File: config.mk
export PLATFORM = sky130hd
export DESIGN_NAME = pri_enc_sched
export DESIGN_NICKNAME = d
export VERILOG_FILES = /design/src/rtl/pri_enc_sched.sv
export SDC_FILE = /design/constraint.sdc
export NUM_CORES = 1
export LEC_CHECK = 0
export CORE_MARGIN = 4
export CORE_UTILIZATION = 42
export CTS_BUF_LIST = sky130_fd_sc_hd__clkbuf_16
export CTS_CLUSTER_DIAMETER = 40
export DETAILED_ROUTE_END_ITERATION = 8
export PLACE_DENSITY = 0.76
export SKIP_CTS_REPAIR_TIMING = 1
export SLEW_MARGIN = 30
export SYNTH_ARGS = -nofsm -noshare
export SYNTH_HDL_FRONTEND = slang
export SYNTH_SLANG_ARGS = --single-unit
File: constraint.sdc
create_clock -name clk -period 2.7 [get_ports clk]
set_clock_uncertainty 0.2 [all_clocks]
set_input_delay 0.81 -clock clk [delete_from_list [all_inputs] [get_ports clk]]
set_output_delay 0.81 -clock clk [all_outputs]
set_load 0.1 [all_outputs]
File: src/rtl/pri_enc_sched.sv
// Registered priority-encoder scheduler: latches request pulses into a pending vector and serves one index per cycle over valid/ready.
// Fixed MSB-first priority by default; define PRI_ENC_SCHED_RR_EN for round-robin selection with a rotating pointer.
module pri_enc_sched #(
  parameter int N = 8,
  parameter int W = $clog2(N)
) (
  input  logic         clk,
  input  logic         rst_n,
  input  logic [N-1:0] req,
  output logic         out_valid,
  input  logic         out_ready,
  output logic [W-1:0] out_idx,
  output logic [N-1:0] pending,
  output logic         overflow
);

  typedef enum logic {EMPTY = 1'b0, FULL = 1'b1} state_e;

  state_e         state_q, state_d;
  logic [N-1:0]   pending_q, pending_d, clr;
  logic [W-1:0]   idx_q, idx_d, sel;
  logic           ovf_q, ovf_d;
  logic           load;

  assign load = (|pending_q) && ((state_q == EMPTY) || out_ready);

`ifdef PRI_ENC_SCHED_RR_EN
  logic [W-1:0] ptr_q, ptr_d;
  logic [W-1:0] sel_lo;
  logic         any_lo;

  // Indices at or below the pointer win first (highest of them), then wrap to the highest above it.
  always_comb begin
    sel    = '0;
    sel_lo = '0;
    any_lo = 1'b0;
    for (int i = 0; i < N; i++) begin
      if (pending_q[i]) begin
        sel = W'(i);
        if (i <= int'(ptr_q)) begin
          sel_lo = W'(i);
          any_lo = 1'b1;
        end
      end
    end
    if (any_lo) sel = sel_lo;
  end

  always_comb begin
    ptr_d = ptr_q;
    if (load) ptr_d = (sel == '0) ? W'(N - 1) : (sel - W'(1));
  end

  always_ff @(posedge clk or negedge rst_n) begin
    if (!rst_n) ptr_q <= W'(N - 1);
    else        ptr_q <= ptr_d;
  end
`else
  always_comb begin
    sel = '0;
    for (int i = 0; i < N; i++) begin
      if (pending_q[i]) sel = W'(i);
    end
  end
`endif

  // A request landing on the bit being served re-arms it; only a hit on a bit that stays pending collides.
  always_comb begin
    clr       = load ? (N'(1) << sel) : '0;
    pending_d = (pending_q & ~clr) | req;
    ovf_d     = |(req & pending_q & ~clr);
    idx_d     = load ? sel : idx_q;
  end

  always_ff @(posedge clk or negedge rst_n) begin
    if (!rst_n) begin
      pending_q <= '0;
      idx_q     <= '0;
      ovf_q     <= 1'b0;
    end else begin
      pending_q <= pending_d;
      idx_q     <= idx_d;
      ovf_q     <= ovf_d;
    end
  end

  always_ff @(posedge clk or negedge rst_n) begin
    if (!rst_n) state_q <= EMPTY;
    else        state_q <= state_d;
  end

  always_comb begin
    state_d = state_q;
    case (state_q)
      EMPTY:   if (load) state_d = FULL;
      FULL:    if (out_ready && !load) state_d = EMPTY;
      default: state_d = EMPTY;
    endcase
  end

  always_comb begin
    out_valid = (state_q == FULL);
    out_idx   = idx_q;
    pending   = pending_q;
    overflow  = ovf_q;
  end

endmodule

# [After elaboration in Yosys (flattened, before gate mapping)]
# Index checks and enable logic that the tools add are counted.
# W data, S select, Z words.
[word_totals] output_inout_bits=13 reg_bits=13 elab_cells=28 inputBits=11
[op_classes] n_reduce_logical=6 mux=11 shift=1 bitwise_logic=6
[op_table] operator="$and A8 B8 Y8" n=3
[op_table] operator="$reduce_or A8 Y1" n=2
[op_table] operator="$mux W3" n=4
[op_table] operator="$mux W8" n=1
[op_table] operator="$not A8 Y8" n=1
[op_table] operator="$or A8 B8 Y8" n=1
[op_table] operator="$shl A1 B3 Y8 const A" n=1
[op_table] operator="$mux W2" n=2
[op_table] operator="$mux W1" n=3
[op_table] operator="$logic_and A1 B1 Y1" n=2
[op_table] operator="$pmux W1 S2" n=1
[op_table] operator="$logic_not A1 Y1" n=1
[op_table] operator="$logic_or A1 B1 Y1" n=1
[op_table] operator="$not A1 Y1" n=1

# [Logic depth before layout (Yosys ltp)]
# Gate-level depths: netlist (run 1).
[logic_depth] word_depth=12 mapped_depth=5 mapped_depth_nobuf=4

# [Worst setup path before layout (run 1)]
# OpenSTA, ideal clock, no wires.
[synth_path] path_kind="reg-to-reg" startpoint="register pending_q[5], in the netlist pending[5]" endpoint="register ovf_q, in the netlist overflow" arrival_time_ns=2.162 stages_incl_launch_ff=6 required_time_ns=2.374 period_less_slack_ns=2.489 setup_ns=0.126 path_buffers=1 slack_ns=0.211 cell_sequence="dfrtp_1 -> buf_6 -> or4_4 -> o311ai_2 -> o21ai_1 -> a311o_1"
[synth_via] elab_chain_cells=8 word_cells_on_any_way=11 cone_classes="1 x shift; 4 x mux; 3 x bitwise; 3 x reduce/logical"
[synth_rtl] element="from (decl)" line_no="20" text="logic [N-1:0] pending_q, pending_d, clr;"
[synth_rtl] element="from (signal assigned)" line_no="81" text="pending_q <= pending_d;"
[synth_rtl] element="$mux W3 (3 in a row)" line_no="62" text="if (pending_q[i]) sel = W'(i);"
[synth_rtl] element="$shl A1 B3 Y8" line_no="69" text="clr = load ? (N'(1) << sel) : '0;"
[synth_rtl] element="$mux W8" line_no="69"
[synth_rtl] element="$not A8 Y8" line_no="71" text="ovf_d = |(req & pending_q & ~clr);"
[synth_rtl] element="$and A8 B8 Y8 *" line_no="71"
[synth_rtl] element="$reduce_or A8 Y1 *" line_no="71"
[synth_rtl] element="net ovf_d" line_no="22" text="logic ovf_q, ovf_d;"
[synth_rtl] element="to (signal assigned)" line_no="83" text="ovf_q <= ovf_d;"
[synth_rtl] element="to (decl)" line_no="22"
# Mark *: on every way through the listed nets, which the timed path passes. The rest lies on a longest branch.
# A chain may end at the register's enable or synchronous reset.

# [Worst setup path after layout (run 1)]
[layout_path] startpoint="input port out_ready" endpoint="register idx_q[1], in the netlist out_idx[1]"
[layout_via] elab_chain_cells=2
[layout_rtl] element="from (decl)" line_no="11" text="input logic out_ready,"
[layout_rtl] element="$logic_or A1 B1 Y1" line_no="25" text="assign load = (|pending_q) && ((state_q == EMPTY) || out_ready);"
[layout_rtl] element="$logic_and A1 B1 Y1" line_no="25"
[layout_rtl] element="to (signal assigned)" line_no="82" text="idx_q <= idx_d;"
[layout_rtl] element="to (decl)" line_no="21" text="logic [W-1:0] idx_q, idx_d, sel;"
# Every way passes these cells.

==> impl_results.md, run 1 <==
* Status: complete, no violations
* M1 wire length at 745 microns
* CTS clk-pin slew, worst paths at 0.05 ns
* Worst Hold Class: reg -> reg
* Tmin final at 2.398 ns
* Drt first pass iters at 4
* Ys async rst share at 1.000
* Synth area leaders: dfrtp_1 (49%), o21ai_0 (6.7%), a21o_1 (5.6%)
* Top sig layer: met4
* Detailed-route DRC error count at 0
* RSZ-0062 raised after global routing: false
* Initial Util at 0.4452
* Bufs on Longest Clock Path at 2
* Xor/xnor share of the synthesized area at 0
* CTS sink cnt at 13
* Largest family of logic cells by synthesized area: compound AO/OA/AOI/OAI gates
* # H-tree levels at 1
* Final TNS setup at 0 ns
* CTS root buf: clkbuf_16
* Syn_area_per_cell at 10.16 sq um
* Pleak at 0.3647 nW
* Simple-Gate Fraction of Synth Area at 0.2071
* Fmax at 417.1 MHz
* DIE AREA at 2300 sq um
* Synth Area in Adders at 0
* Top cell type's share of synthesized area at 0.4851
* Core ar. at 1506 sq um
* GRT Util Overall at 0.1547
* Antenna Violating Nets Remaining at 0
* Synth cell types at 29
* Worst setup EP type: flip-flop
* Startpoint types: input pin
* Critical path data arrival time at 2.32 ns
* Die width at 47.96 microns
* Top-level I/O count at 24
* Global-route wire length before repair at 2421 microns
* Multiplexer area fraction after synthesis at 0
* Final WL at 1574 microns
* Vias per cell at 5.682
* Max-slew violations at 0
* Finished Core Util at 0.6321
* Tightest Pin Transition at 0.6256 ns
* Placer Congestion at 0.8057
* YS warnings at 0
* Number of flops mapped to enable cells by yosys at 0
* Met3 Wirelength at 99 microns
* DP HPWL at 1156 microns
* #FFs+latches synth at 13
* Chip Height at 47.96 microns
* PwrDens at 600.6 nW/um^2
* Synth area leader: dfrtp_1
* Rel. slew slack at 0.5791
* Part of the Yosys area used for sequential elements at 0.4851
* Syn_nets at 77
* DR WL/cell at 14.71 microns
* Row Count at 14
* Overflow left after global routing at 0
* Crit path max fanout at 15
* Compound-gate portion of the synthesized area at 0.2743
* CP Class: in -> reg
* Max VDD drop at 0.3554 mV
* Cells after Synth at 66
* Initial DRC Count at 11
* CTS buffer count at 3
* Ys flop type: dfrtp_1
* CTS tree: done
* Buffers on Ports at 23
* Met2 Routed Length at 710 microns
* Layout area overhead at 41.98%
* Largest net degree at the start of global routing at 16
* Final net count at 103
* Final Hold Fails at 0
* Initial antenna violation count at 0
* Period utilization at 0.8880
* Setup Viol. Count Final at 0
* Maxcap violations at 0
* Vias in the first global route at 521
* Latest clock arrival within the worst-skew pair at 0.24 ns
* Share of cells above drive strength 1 at 0.2198
* Vias at 608
* Worst Path Required at 2.62 ns
* Antenna cell count at 0
* Mapped cell area at 670.6 sq um
[flip-flops by register name, indices dropped and copies added (netlist names)]
name and flops:
overflow 1, out_idx 3, pending 8, out_valid 1
[cell type report]
class                           instances  area (sq um)
Inverter                                2         7.507
Timing Repair Buffer                   23         197.7
Sequential cell                        13         325.3
Clock inverter                          1         3.754
Clock buffer                            3         75.07
Multi-Input combinational cell         49         322.8
Tap cell                               16         20.02
Fill cell                             122         554.3
[logic make-up after synthesis]
kind of cell    after synthesis
compound gates               26
buf+inv                       4
flops                        13
simple gates                 23
[final timing paths]
| check | slack (ns) | endpoint | from | cells past startpoint |
|---|---|---|---|---|
| worst max-delay path | 0.30 | out_idx[1] | out_ready | 4 |
| worst min-delay path | 0.30 | out_idx[1] | out_idx[1] | 1 |
| worst max register to register | 0.68 | overflow | pending[5] | 4 |
| worst min register to register | 0.30 | out_idx[1] | out_idx[1] | 1 |
| max in group asynchronous | 1.17 | pending[3] | rst_n | 1 |
| min in group asynchronous | 0.75 | out_valid | rst_n | 1 |
[worst max-delay path: stages]
cell and delay [ns]:
clkdlybuf4s50_1 0.46, and2b_2 0.30, or3_1 0.38, o32a_1 0.36
[synthesized netlist by cell type, types with 2 or more instances]
cell / n
a21o_1: 5
a21oi_1: 3
and2_1: 2
dfrtp_1: 13
inv_1: 2
nand2b_1: 5
nor2_1: 3
nor3_1: 3
nor4_1: 2
o21ai_0: 9
[routing by layer]
layer / up-vias / global-route usage
met5: - / 0
met4: 0 / 0.09677
met3: 2 / 0.03383
met2: 16 / 0.2137
met1: 290 / 0.2154
li1: 300 / -
[report_power, final]
group	leakage, nW	switching (W)	total, W	internal (W)
Sequential	0.121	0.00000715	0.000208	0.000201
Combinational	0.202	0.0000605	0.0000909	0.0000305
Clock	0.0423	0.0000779	0.000273	0.000195
[metrics by stage]
stage               instances  cell area [sq um]  hold slack (ns)  total power [W]  setup slack, ns
global route              107              952.2           0.3306        0.0005979           0.2066
floorplan                  66              670.6           0.3144        0.0002692           0.2112
CTS                       107              952.2           0.3102        0.0005790           0.3078
detailed placement        103              873.3           0.2888        0.0003024          0.05686
finish                    107              952.2           0.3027        0.0005719           0.3023
global placement          103              873.3           0.2972        0.0003024           0.1071
[layout by cell type, fill, tap and decap left out, drive strengths merged, types with 3 or more instances in the layout]
master         Yosys  final
dfrtp             13     13
buf                1     13
clkdlybuf4s50      0     10
o21ai             10     10
a21o               6      6
nand2b             5      5
nor2               3      3
inv                2      3
a21oi              3      3
nor3               3      3
clkbuf             1      3
Power figures use the tool's default switching activity.
==> run 2, diff against run 1 <==
CORE_UTILIZATION = 46   (was 42)
PLACE_DENSITY = 0.82   (was 0.76)
clock period = 2.9 ns   (was 2.7 ns; I/O delays follow)
==> run 2 against run 1 <==
  * Count of clock-buffer cells in the layout stayed put
  * Final cell count decreased by 0.93%
  * Combinational power down 5.0%
  * Hold slack improved by 0.013 ns
  * Sequential power decreased by 7%
  * Core utilization increased by 8.1 points
  * Global-route usage rose by 4.9 points
  * Wire length up 16%
==> impl_results.md, run 2 (same netlist as run 1, synthesis figures left out) <==
* Pleak at 0.3647 nW
* Sw power at 0.0001394 W
* Buffers on Ports at 23
* Tightest Pin Transition at 0.5989 ns
* Final WL at 1831 microns
* Status: complete, no violations
* Comb power frac at 0.161
* PwrDens at 564.2 nW/um^2
* Initial antenna violation count at 0
* Placed cells at 102
* Final net count at 103
* Max VDD drop at 0.5334 mV
* Vias in the first global route at 636
* Detailed-route DRC error count at 0
* Latest clock arrival within the worst-skew pair at 0.24 ns
* Storage cell area at 325.3 sq um
* Fillers at 92
* Crit path largest cell delay at 0.46 ns
* CTS tree: done
* Internal at 0.0003972 W
* Max-slew violations at 0
* Largest net degree at the start of global routing at 16
* Vias per cell at 6.179
* Reg power frac at 0.362
* Crit path max-delay cell type: clkdlybuf4s50_1
* CTS buffer count at 3
* Fmax at 399.2 MHz
* Fin cells at 106
* Placer Congestion at 0.8297
* Final Hold Fails at 0
* CTS sink cnt at 13
* Drt first pass iters at 4
* Rel. slew slack at 0.5970
* CP Buf/Inv Count at 1
* Tmin final at 2.505 ns
* CTS clk-pin slew, worst paths at 0.04 ns
* Row Count at 13
* GRT Util Overall at 0.2039
* Maxcap violations at 0
* Worst path cell trace: clkdlybuf4s50_1 > and2b_2 > o311ai_0 > nand4_1 > a311o_1
* Share of cells above drive strength 1 at 0.2198
* Crit path max fanout at 15
* Setup Viol. Count Final at 0
* DIE AREA at 2133 sq um
* Core ar. at 1334 sq um
* # H-tree levels at 1
* Max FFs per register at 8
* Period utilization at 0.8639
* Vias at 655
* RSZ-0062 raised after global routing: false
* Switching portion of total power at 0.2597
* Worst setup EP type: flip-flop
* CTS root buf: clkbuf_16
* Worst Hold Class: reg -> reg
* Total power at 0.0005365 W
* Die width at 46.18 microns
* Global-route wire length before repair at 2960 microns
* Antenna Violating Nets Remaining at 0
* Chip Height at 46.18 microns
* Antenna cell count at 0
* Bufs on Longest Clock Path at 2
* Worst Path Required at 2.81 ns
* Top-level I/O count at 24
* CP Class: in -> reg
* Layout area overhead at 41.79%
* Multi-input logic area at 322.8 sq um
* Startpoint types: input pin
* DP HPWL at 1223 microns
* Critical path data arrival time at 2.42 ns
* Clock Power Share at 0.477
* DR WL/cell at 17.27 microns
* Final TNS setup at 0 ns
* Most frequent cells in the layout: dfrtp_1 (13), buf_4 (13), clkdlybuf4s50_1 (10)
* Initial DRC Count at 32
* Overflow left after global routing at 0
* CP top delay family: compound AO/OA/AOI/OAI gates
* Initial Util at 0.5028
## run 2: cell counts in the layout (fill, tap and decap cells not counted)
No cell type changed its count.
## run 2: worst reg2reg max path, cell delays in order, from the launching register on
cell	delay [ns]
dfrtp_1	0.48
or4_4	0.60
nor2_1	0.16
nand3_1	0.14
a311o_1	0.40
## run 2: routing by layer
metal | wire, microns | share of wire | GRT usage | vias to the layer above
met3 | 121 | 0.066 | 0.04297 | 14
met4 | 119 | 0.065 | 0.1534 | 0
met2 | 830 | 0.45 | 0.3077 | 35
met1 | 760 | 0.42 | 0.2506 | 307
met5 | 0 | 0 | 0 | -
li1 | - | - | - | 299
## run 2: per-stage QoR
step / setup WS [ns] / util / hold slack (ns) / area [sq um]
floorplan: 0.4112 / - / 0.3744 / 670.6
global placement: 0.2423 / 0.6538 / 0.2970 / 872.1
detailed placement: 0.1948 / 0.6538 / 0.3013 / 872.1
CTS: 0.4046 / 0.7129 / 0.3169 / 950.9
global route: 0.3223 / 0.7129 / 0.3490 / 950.9
finish: 0.3948 / 0.7129 / 0.3160 / 950.9
## run 2: cell type report
type                       count  share of cell area
sequential                    13              0.3421
timing repair buffer          23              0.2079
tap                           15             0.01974
multi-input combinational     49              0.3395
clock buffer                   3             0.07895
clock inverter                 1            0.003947
inverter                       2            0.007895
## run 2: path summary, 6_finish.rpt
| check | from | endpoint | slack (ns) | cells after the start |
|---|---|---|---|---|
| worst max-delay path | out_ready | overflow | 0.39 | 5 |
| worst min-delay path | out_idx[1] | out_idx[1] | 0.32 | 1 |
| worst max register to register | pending[5] | overflow | 0.80 | 4 |
| worst min register to register | out_idx[1] | out_idx[1] | 0.32 | 1 |
| max in group asynchronous | rst_n | pending[1] | 1.33 | 1 |
| min in group asynchronous | rst_n | pending[4] | 0.80 | 1 |
## run 2: power by group through the flow
stage / Clock (W) / Combinational [W] / Sequential, W
2_1_floorplan: 0 / 0.0000181 / 0.000233
3_3_place_gp: 0 / 0.0000845 / 0.000196
3_5_place_dp: 0 / 0.0000856 / 0.000196
4_1_cts: 0.000258 / 0.0000868 / 0.000194
5_1_grt: 0.000268 / 0.0000914 / 0.000195
6_report: 0.000256 / 0.0000864 / 0.000194
